File: src/rtl/clk_div_pkg.sv
// Shared constants for the multi-channel clock divider.
// Divisors assume the 100 MHz board clock.
package clk_div_pkg;

  localparam int DEF_CNT_W = 27;
  localparam int DEF_DIV   = 50_000_000;

  localparam int DIV_1HZ           = 50_000_000;
  localparam int DIV_2HZ           = 25_000_000;
  localparam int DIV_1KHZ          = 50_000;
  localparam int DIV_REFRESH_400HZ = 125_000;

endpackage

File: src/rtl/clk_div_channel.sv
// One divider channel: counter, divisor register, tick and square wave.
// Precedence: reset, then sync, then load, then counting.
module clk_div_channel
  import clk_div_pkg::*;
#(
  parameter int CNT_W       = DEF_CNT_W,
  parameter int DIV_DEFAULT = DEF_DIV
) (
  input  logic             clk,
  input  logic             reset,
  input  logic             en,
  input  logic             sync,
  input  logic             load_hit,
  input  logic [CNT_W-1:0] load_div,
  output logic             tick,
  output logic             sq
);

  logic [CNT_W-1:0] cnt;
  logic [CNT_W-1:0] div;
  logic [CNT_W-1:0] last;

  // A divisor of 0 behaves as 1, so the terminal count is 0 for both.
  assign last = (div == '0) ? '0 : div - 1'b1;

  always_ff @(posedge clk) begin
    if (reset) begin
      cnt  <= '0;
      div  <= CNT_W'(DIV_DEFAULT);
      tick <= 1'b0;
      sq   <= 1'b0;
    end else if (sync) begin
      cnt  <= '0;
      tick <= 1'b0;
      sq   <= 1'b0;
      if (load_hit) div <= load_div;
    end else if (load_hit) begin
      cnt  <= '0;
      div  <= load_div;
      tick <= 1'b0;
    end else if (en) begin
      if (cnt == last) begin
        cnt  <= '0;
        tick <= 1'b1;
        sq   <= ~sq;
      end else begin
        cnt  <= cnt + 1'b1;
        tick <= 1'b0;
      end
    end else begin
      tick <= 1'b0;
    end
  end

endmodule

File: src/rtl/clock_divider_multi.sv
// NUM_CH independent dividers with shared sync and addressed load.
// Load addresses outside the channel range are dropped.
module clock_divider_multi
  import clk_div_pkg::*;
#(
  parameter  int NUM_CH      = 4,
  parameter  int CNT_W       = DEF_CNT_W,
  parameter  int DIV_DEFAULT = DEF_DIV,
  localparam int CH_W        = (NUM_CH > 1) ? $clog2(NUM_CH) : 1
) (
  input  logic              clk,
  input  logic              RESET,
  input  logic [NUM_CH-1:0] en,
  input  logic              sync,
  input  logic              load,
  input  logic [CH_W-1:0]   load_ch,
  input  logic [CNT_W-1:0]  load_div,
  output logic [NUM_CH-1:0] tick_out,
  output logic [NUM_CH-1:0] sq_out
);

  logic [NUM_CH-1:0] load_hit;

  for (genvar i = 0; i < NUM_CH; i++) begin : g_ch
    assign load_hit[i] = load && (load_ch == CH_W'(i));

    clk_div_channel #(
      .CNT_W       (CNT_W),
      .DIV_DEFAULT (DIV_DEFAULT)
    ) u_ch (
      .clk      (clk),
      .reset    (RESET),
      .en       (en[i]),
      .sync     (sync),
      .load_hit (load_hit[i]),
      .load_div (load_div),
      .tick     (tick_out[i]),
      .sq       (sq_out[i])
    );
  end

endmodule
File: config.mk
export PLATFORM = sky130hd
export DESIGN_NAME = clock_divider_multi
export DESIGN_NICKNAME = d
export VERILOG_FILES = /design/src/rtl/clk_div_pkg.sv /design/src/rtl/clk_div_channel.sv /design/src/rtl/clock_divider_multi.sv
export SDC_FILE = /design/constraint.sdc
export NUM_CORES = 1
export LEC_CHECK = 0
export ABC_AREA = 1
export CAP_MARGIN = 40
export CORE_MARGIN = 5
export CORE_UTILIZATION = 26
export DETAILED_ROUTE_END_ITERATION = 16
export GPL_TIMING_DRIVEN = 0
export SLEW_MARGIN = 10
export SYNTH_ARGS = -nofsm -noshare
export SYNTH_HDL_FRONTEND = slang
export SYNTH_SLANG_ARGS = --single-unit
export TNS_END_PERCENT = 30
File: constraint.sdc
create_clock -name clk -period 2.7 [get_ports clk]
set_input_delay 0.27 -clock clk [delete_from_list [all_inputs] [get_ports clk]]
set_output_delay 0.27 -clock clk [all_outputs]
set_load 0.01 [all_outputs]
==> out/metrics.yaml <==
outcome:
  status: "finished clean"
place:
  place_ws_ps: -742
  gp_congestion: 0.951
  hpwl_um: 42100
  place_area_mm2: 0.0171
  portBuffers: 42
synth:
  synth_edf_count: 0
  synthCells: 2632
  synth_common_cells: "705 x nand2_1, 441 x nor2_1, 337 x inv_1, 225 x nand3_1, 224 x dfxtp_1"
  avgSynthCellArea_um2: 5.95
  synth_top_area_frac: 0.286
  synthXorXnorAreaFrac: 0.0593
  ys_top_cells_by_area: "dfxtp_1 29%, nand2_1 17%, nor2_1 11%"
  yosysWarnings: 0
  syn_nets: 2677
  synth-compound-area-share: 0.0855
  yosys-mux-area-fraction: 0
  yosysTopAreaCell: "dfxtp_1"
  ys_types: 39
  synth_top_family_by_area: "simple AND/OR/NAND/NOR gates"
  synth_top_flop_cell: "dfxtp_1"
  netlist_area_mm2: 0.0157
  synthAdderAreaFrac: 0.00639
  synthArstFlopShare: 0
  yosysSeqAreaShare: 0.286
  yosysMostFrequentCell: "nand2_1"
  ys_seq_elements: 224
  synth-simple-area-share: 0.455
timing:
  drv_slew: 0
  period_share: 0.966
  worst_pin_slew_ps: 819
  setup_slack_ps: 92.2
  grt_setup_unrepaired: "true"
  skew_ps: 32.1
  hold_violations: 0
  setup_viol: 0
  relSlewSlack: 0.452
  final.min_clock_period_ps: 2610
  max_freq_mhz: 383
power:
  p_leak_uw: 0.00777
  p_switching_uw: 2540
  pwr-share-clk: 0.418
  combPwrFrac: 0.166
  p_sw_frac: 0.302
  power.density_mw_per_mm2: 442
  p_seq_frac: 0.416
  max-vdd-ir-drop_v: 0.000373
  internal-power_uw: 5870
cells_and_area:
  synthToLayoutAreaGrowth_pct: 21.4
  drive_gt1_frac: 0.105
  fin_nets: 2808
  regArea_mm2: 0.00449
  fillers: 6673
  fin_util: 0.317
  multi_input_area_mm2: 0.00997
  postLayoutCellArea_mm2: 0.0190
worst_setup_path:
  crit_path_end_kind: "flop"
  crit_path_start_kind: "flop"
  critPathMaxFanout: 7
  criticalPathCategory: "flop to flop"
  crit_buf_inv: 3
  reg2reg_depth: 19
  crit_path_frequent_cell: "nor2_1"
  cp.arrival_ps: 3080
  slowest_stage: "dfxtp_1"
  regToRegSetupSlack_ps: 90
  r2r-end: "g_ch[2].u_ch.cnt[17]"
  required_ps: 3170
  critPathMaxStageDelay_ps: 310
  crit_chain: "inv_2, ha_4, nand2_2, nor2_4, nand2_4, buf_4, nor2_4, nor2_1, nand2_1, nand2_1, nor2_1, nand2_1, nor2_1, nand3_1, nor2_2, nand3_4, nand2_4, clkbuf_16, nor2_1"
  cp_top_family: "simple AND/OR/NAND/NOR gates"
  reg2reg_from: "g_ch[2].u_ch.div[0]"
floorplan:
  dieArea_mm2: 0.0652
  placementRows: 90
  initial_core_util: 0.261
  core_mm2: 0.0600
  die_x_um: 255
  io_pins: 45
  dieHeight_um: 255
worst_hold_path:
  whs_path_depth: 3
  worstHoldEndpoint: "g_ch[1].u_ch.cnt[0]"
  min-delay-start: "en[1]"
  min_path_type: "input pin to flop"
clocking:
  clk_latency_ps: 580
  htreeDepth: 1
  cts_buffer_depth: 3
  path_clk_slew_ps: 60
  numCtsBuffers: 26
  cts_tree: "done"
  cts_sinks: 224
  ctsRootBufferMaster: "clkbuf_16"
global_routing:
  antenna_found_initial: 1
  grt_max_degree: 14
  grt_remaining_overflow: 0
  grt_pass1_vias: 15300
  grt_usage: 0.155
  grt_pass1_wl_um: 83000
route:
  num_vias: 17100
  drcViolationCount: 0
  initialDrtViolationCount: 1338
  routed_via_density: 4.79
  first_pass_iters: 6
  wl_per_cell_um: 15.3
  postRouteWirelength_um: 54600
  postRouteAntennaNets: 0
run:
  cap_violations: 0
## sequential cells by signal, summed over array words and instances (netlist names)
name,count
g_ch.u_ch.cnt,108
g_ch.u_ch.tick,4
g_ch.u_ch.sq,4
g_ch.u_ch.div,108
## worst reg2reg max path, cell delays in order (launching register included)
cell and delay, ps:
dfxtp_1 310, inv_2 70, ha_4 150, nand2_2 90, nor2_4 190, nand2_4 80, buf_4 150, nor2_4 190
nor2_1 70, nand2_1 60, nand2_1 80, nor2_1 120, nand2_1 70, nor2_1 130, nand3_1 100, nor2_2 150
nand3_4 150, nand2_4 160, clkbuf_16 160, nor2_1 40
## routing by layer
layer	vias up	global-route usage	wire, um
met3	94	0.0213	3310
met4	0	0.0516	1920
met2	497	0.256	24700
li1	8725	-	-
met5	-	0	0
met1	7745	0.209	24600
## per-stage QoR
step           TNS [ps]  power [uW]  instances  hold WS, ps
6_report              0        8410       3565          242
5_1_grt           -1400        8760       3564          253
4_1_cts           -2.23        8340       3511          191
3_5_place_dp     -38850        4780       3457          477
3_3_place_gp     -40870        4780       3456          470
2_1_floorplan         0        4370       2632          370
## area by class of cell
type | instances | area share
tap | 782 | 0.0515
antenna | 1 | 0.000132
clock inverter | 9 | 0.00428
multi-input combinational | 1992 | 0.524
inverter | 344 | 0.0685
buffer | 72 | 0.0246
timing repair buffer | 103 | 0.0508
sequential | 224 | 0.236
clock buffer | 38 | 0.0392
## layout by cell type, fill, tap and decap left out, types with 5 or more instances in the layout
master / netlist / routed
inv_2: 5 / 15
nand2_4: 4 / 8
clkdlybuf4s50_1: 0 / 42
o21bai_1: 5 / 5
o211ai_1: 35 / 35
buf_4: 9 / 60
xor2_1: 100 / 96
nor4_1: 17 / 14
buf_6: 9 / 15
nor3_1: 51 / 47
clkbuf_8: 0 / 5
o21ai_0: 117 / 114
a21oi_1: 80 / 80
nand3_2: 1 / 7
nor2_2: 24 / 45
nand3_1: 225 / 217
dfxtp_1: 224 / 217
buf_2: 14 / 5
nor2_1: 441 / 403
nand4_1: 130 / 130
inv_1: 337 / 323
nand2_2: 10 / 21
nor3_2: 2 / 5
clkinv_2: 0 / 8
xnor2_1: 6 / 6
clkbuf_1: 40 / 47
nand3b_1: 11 / 11
nand2_1: 705 / 687
clkbuf_16: 0 / 29
dfxtp_2: 0 / 7
nor2_4: 4 / 21
## cell families after synthesis
family | after synthesis
compound gates | 243
xor+xnor | 106
flops | 224
buf+inv | 416
simple gates | 1635
fa+ha+maj | 8
## power groups by stage
stage	sequential (uW)	combinational (uW)	clock (uW)
2_1_floorplan	3530	838	0
3_3_place_gp	3560	1220	0
3_5_place_dp	3560	1220	0
4_1_cts	3490	1250	3590
5_1_grt	3510	1540	3700
6_report	3500	1400	3510
## timing repair
| action | 4_1_cts | 5_1_grt |
|---|---|---|
| hold buffers | 0 | 0 |
| pin swaps | 8 | 56 |
| setup endpoints to repair | 106 | 115 |
| gates cloned | 0 | 6 |
| setup buffers | 7 | 47 |
| resized for setup | 35 | 143 |
## worst max path at each step
stage | startpoint | endpoint | slack [ps] | depth (start not counted)
6_report | g_ch[2].u_ch.div[0] | g_ch[2].u_ch.cnt[17] | 90 | 19
5_1_grt | g_ch[3].u_ch.div[5] | g_ch[3].u_ch.cnt[14] | -50 | 14
4_1_cts | g_ch[1].u_ch.div[1] | g_ch[1].u_ch.cnt[22] | -2 | 20
3_5_place_dp | RESET | g_ch[2].u_ch.cnt[25] | -740 | 9
3_3_place_gp | RESET | g_ch[2].u_ch.cnt[25] | -760 | 9
2_1_floorplan | g_ch[1].u_ch.div[0] | g_ch[1].u_ch.cnt[15] | 310 | 18
(Power assumes the default switching activity.)
